[config.mk]
export PLATFORM = sky130hd
export DESIGN_NAME = priority_decoder_pulse
export DESIGN_NICKNAME = d
export VERILOG_FILES = /design/src/rtl/priority_decoder_pulse.sv
export SDC_FILE = /design/constraint.sdc
export NUM_CORES = 1
export LEC_CHECK = 0
export BUFFER_PORTS_ARGS = -buffer_cell sky130_fd_sc_hd__clkbuf_2
export CORE_MARGIN = 10
export CORE_UTILIZATION = 26
export DETAILED_ROUTE_END_ITERATION = 7
export PLACE_DENSITY = 0.43
export SETUP_SLACK_MARGIN = 0.15
export SLEW_MARGIN = 10
export SYNTH_ARGS = -nofsm -noshare
export SYNTH_HDL_FRONTEND = slang
export SYNTH_SLANG_ARGS = --single-unit
[constraint.sdc]
create_clock -name clk -period 2.5 [get_ports clk]
set_clock_uncertainty 0.1 [all_clocks]
set_input_delay 0.125 -clock clk [delete_from_list [all_inputs] [get_ports clk]]
set_output_delay 0.125 -clock clk [all_outputs]
set_load 0.03 [all_outputs]
[src/rtl/priority_decoder_pulse.sv]
// Sequential 3-to-8 decoder: each accepted index drives one bit of D for PULSE_LEN cycles,
// followed by a single all-zero gap cycle; a one-entry holding register queues the next index.
module priority_decoder_pulse #(
  parameter int unsigned PULSE_LEN = 4
) (
  input  logic       clk,
  input  logic       reset,
  input  logic [2:0] Y,
  input  logic       Valid,
  output logic       Ready,
  output logic [7:0] D,
  output logic       Busy,
  output logic       Overrun
);

  localparam logic [7:0] CntReload = 8'(PULSE_LEN - 1);

  typedef enum logic [1:0] {StIdle, StDrive, StGap} state_e;

  state_e     state_q, state_d;
  logic [7:0] cnt_q, cnt_d;
  logic [2:0] act_q, act_d;
  logic [2:0] hold_q, hold_d;
  logic       hold_full_q, hold_full_d;
  logic [7:0] d_q, d_d;
  logic       overrun_q;
  logic       xfer;

  assign Ready = ~hold_full_q;
  assign xfer  = Valid & Ready;

  always_ff @(posedge clk) begin
    if (reset) begin
      state_q     <= StIdle;
      cnt_q       <= 8'd0;
      act_q       <= 3'd0;
      hold_q      <= 3'd0;
      hold_full_q <= 1'b0;
      d_q         <= 8'd0;
      overrun_q   <= 1'b0;
    end else begin
      state_q     <= state_d;
      cnt_q       <= cnt_d;
      act_q       <= act_d;
      hold_q      <= hold_d;
      hold_full_q <= hold_full_d;
      d_q         <= d_d;
      overrun_q   <= overrun_q | (Valid & ~Ready);
    end
  end

  always_comb begin
    state_d     = state_q;
    cnt_d       = cnt_q;
    act_d       = act_q;
    hold_d      = hold_q;
    hold_full_d = hold_full_q;
    case (state_q)
      StIdle: begin
        if (xfer) begin
          act_d   = Y;
          cnt_d   = CntReload;
          state_d = StDrive;
        end
      end
      StDrive: begin
        if (cnt_q != 8'd0) cnt_d = cnt_q - 8'd1;
        else               state_d = StGap;
        if (xfer) begin
          hold_d      = Y;
          hold_full_d = 1'b1;
        end
      end
      StGap: begin
        // The held index takes priority; a direct transfer can only occur with hold empty.
        if (hold_full_q) begin
          act_d       = hold_q;
          hold_full_d = 1'b0;
          cnt_d       = CntReload;
          state_d     = StDrive;
        end else if (xfer) begin
          act_d   = Y;
          cnt_d   = CntReload;
          state_d = StDrive;
        end else begin
          state_d = StIdle;
        end
      end
      default: state_d = StIdle;
    endcase
  end

  // D lags the state register by one cycle, so it never depends on Y combinationally.
  always_comb begin
    d_d = 8'd0;
    if (state_q == StDrive) d_d = 8'd1 << act_q;
  end

  assign D       = d_q;
  assign Busy    = (state_q != StIdle);
  assign Overrun = overrun_q;

endmodule

==> results.yml <==
worst_setup_path:
  arrival_ns: 2.04
  path_class: "flip-flop to flip-flop"
  end_kind: "flip-flop"
  critPathRequiredTime_ns: 2.56
  cp_max_fo: 10
  cp-start-kind: "flip-flop"
synth:
  yosysSeqAreaShare: 0.410
  postSynthCellCount: 149
  synth_nets: 161
  synth_cell_type_count: 33
  ys_ff_latch: 26
  synth_top_flop_cell: "dfxtp_1"
  async_flop_share: 0
  syn_area_mm2: 0.00127
  yosysWarningCount: 0
  synth_top_area_share: 0.410
  synth_edf_count: 0
  synth_area_per_cell_um2: 8.51
  ys_top_cells_by_area: "dfxtp_1, nor2_1, ha_1"
  netlist.top_cell.by_area: "dfxtp_1"
route:
  num_vias: 1091
  wl_per_cell_um: 13.2
  drt_iter0_drc: 73
  ant_nets: 0
  dr.pass1.iters: 4
  route.detailed.drc: 0
  wirelength_mm: 3.06
  avgViaCountPerCell: 4.70
floorplanning:
  io_pins: 17
  start_util: 0.269
  die_h_um: 89.9
  die_area_mm2: 0.00807
  die_w_um: 89.9
  core_area_mm2: 0.00472
  rows: 25
placed_design:
  gp_congestion: 0.840
  place_area_mm2: 0.00142
  portBuffers: 16
  hpwl_mm: 2.30
timing:
  worst_pin_slew_ns: 0.504
  relSlewSlack: 0.663
  finalCritPeriodShare: 0.796
  rsz0062_at_grt: "false"
  setup_tns_ns: 0
  hold_viol_final: 0
  fmax_mhz: 503
  fin_crit_ns: 1.99
  slew_viol_final: 0
  setup_viol: 0
clock_tree:
  cts-root-buf: "clkbuf_8"
  clk_latency_ns: 0.27
  post_cts_resized: 0
  cts_setup_buffers: 0
  path_clk_slew_ns: 0.09
  hold_buffers: 0
  cts-buffers-inserted: 3
  tritoncts: "built"
  cts_sinks: 26
  clockBufferDepth: 2
  htreeDepth: 1
worst_hold_path:
  hold_class: "input pin to flip-flop"
power:
  power.total_w: 0.00165
  ir_drop_mv: 0.511
  cellPowerDensity_mw_per_mm2: 1110
  leakage_nw: 0.586
global_routing:
  grt_usage: 0.0764
  grt_pass1_vias: 1101
  overflow: 0
  antenna_found_initial: 0
  grt_max_degree: 22
  grt_first_pass_wirelength_mm: 5.35
layout:
  diodes: 0
  nets: 178
  syn_to_final_growth_pct: 17.2
  final_cell_area_mm2: 0.00149
  drive_gt1_frac: 0.170
flow_run:
  drv_cap: 0
outcome:
  status: "finished clean"
[final timing paths]
path / depth (start not counted) / slack [ns] / end / from
hold / removal: 3 / 0.02 / hold_q[0]$_SDFFE_PP0P_ / Y[0]
setup reg to reg: 6 / 0.51 / cnt_q[5]$_SDFFE_PP0P_ / state_q[1]$_SDFFE_PP0P_
setup / recovery: 6 / 0.51 / cnt_q[5]$_SDFFE_PP0P_ / state_q[1]$_SDFFE_PP0P_
hold reg to reg: 2 / 0.38 / hold_q[0]$_SDFFE_PP0P_ / hold_q[0]$_SDFFE_PP0P_
[critical path: stages (launching register included)]
cell and delay [ns]:
dfxtp_1 0.40, inv_1 0.08, ha_1 0.31, nor4bb_4 0.21
a21o_2 0.28, o311ai_0 0.39, nand2_1 0.10
[through the flow]
step	worst slack [ns]	instances	utilization	hold WS [ns]
6_report	0.511	232	0.315	0.0186
5_1_grt	0.324	232	0.315	0.0149
4_1_cts	0.522	232	0.315	0.00814
3_5_place_dp	0.534	228	0.300	0.305
3_3_place_gp	0.655	228	0.300	0.311
2_1_floorplan	0.733	149	-	0.170
[report_power, final]
group	internal [W]	switching, W
Sequential	0.000489	0.0000846
Combinational	0.000284	0.000444
Clock	0.000214	0.000133
[state kept, by name, summed over array words and instances, names as in the netlist]
signal and flops:
cnt_q 8, hold_q 3, hold_full_q 1, state_q 2, Overrun 1, act_q 3, D 8
[layout make-up]
class	instances	area, um2
Fill cell	514	3240
Multi-Input combinational cell	111	701
Sequential cell	26	520
Tap cell	67	83.8
Timing Repair Buffer	16	80.1
Clock buffer	3	41.3
Clock inverter	1	30.0
Inverter	8	30.0
[placed cells by master, fill, tap and decap left out, types with 2 or more instances in the layout]
cell      Yosys  layout
o221a_2       3       3
nand3_1       6       6
inv_1         8       8
clkbuf_2      0      16
a21o_1        2       2
o21a_1        2       2
nand4_1       2       2
nor2_1       24      24
nor3b_1       2       2
nor4_1        2       2
o311ai_0      2       2
a22o_1        2       2
ha_1          6       6
nand2_1      15      15
nor3_1        8       8
o21ai_0       7       7
a21oi_1       9       9
nor2b_1       2       2
dfxtp_1      26      26
nand2b_1      5       5
clkbuf_8      0       3
[cell families (layout without fill, tap and decap cells)]
group / after synthesis / after routing / share of synthesized area
buf+inv: 12 / 28 / 0.0375
compound gates: 35 / 35 / 0.206
flops: 26 / 26 / 0.410
fa+ha+maj: 6 / 6 / 0.0592
simple gates: 69 / 69 / 0.279
mux: 1 / 1 / 0.00789
[metal layers]
layer / vias up / track usage / wire length, um / share of wire
met1: 503 / 0.0991 / 1590 / 0.52
met3: 2 / 0.0249 / 150 / 0.049
li1: 562 / - / - / -
met5: - / 0 / 0 / 0
met4: 0 / 0.0172 / 17 / 0.0056
met2: 24 / 0.119 / 1300 / 0.43
[synth_stat cells (2+ instances only)]
| cell | number |
|---|---|
| nor2b_1 | 2 |
| nand2_1 | 15 |
| o21ai_0 | 7 |
| ha_1 | 6 |
| a21oi_1 | 9 |
| nor2_1 | 24 |
| nand3_1 | 6 |
| inv_1 | 8 |
| dfxtp_1 | 26 |
| nor3_1 | 8 |
| o21a_1 | 2 |
| nand4_1 | 2 |
| o221a_2 | 3 |
| o311ai_0 | 2 |
| nor3b_1 | 2 |
| clkbuf_1 | 2 |
| buf_2 | 2 |
| nor4_1 | 2 |
| nand2b_1 | 5 |
| a22o_1 | 2 |
| a21o_1 | 2 |
Note: power is estimated with default switching activity, not from simulation.
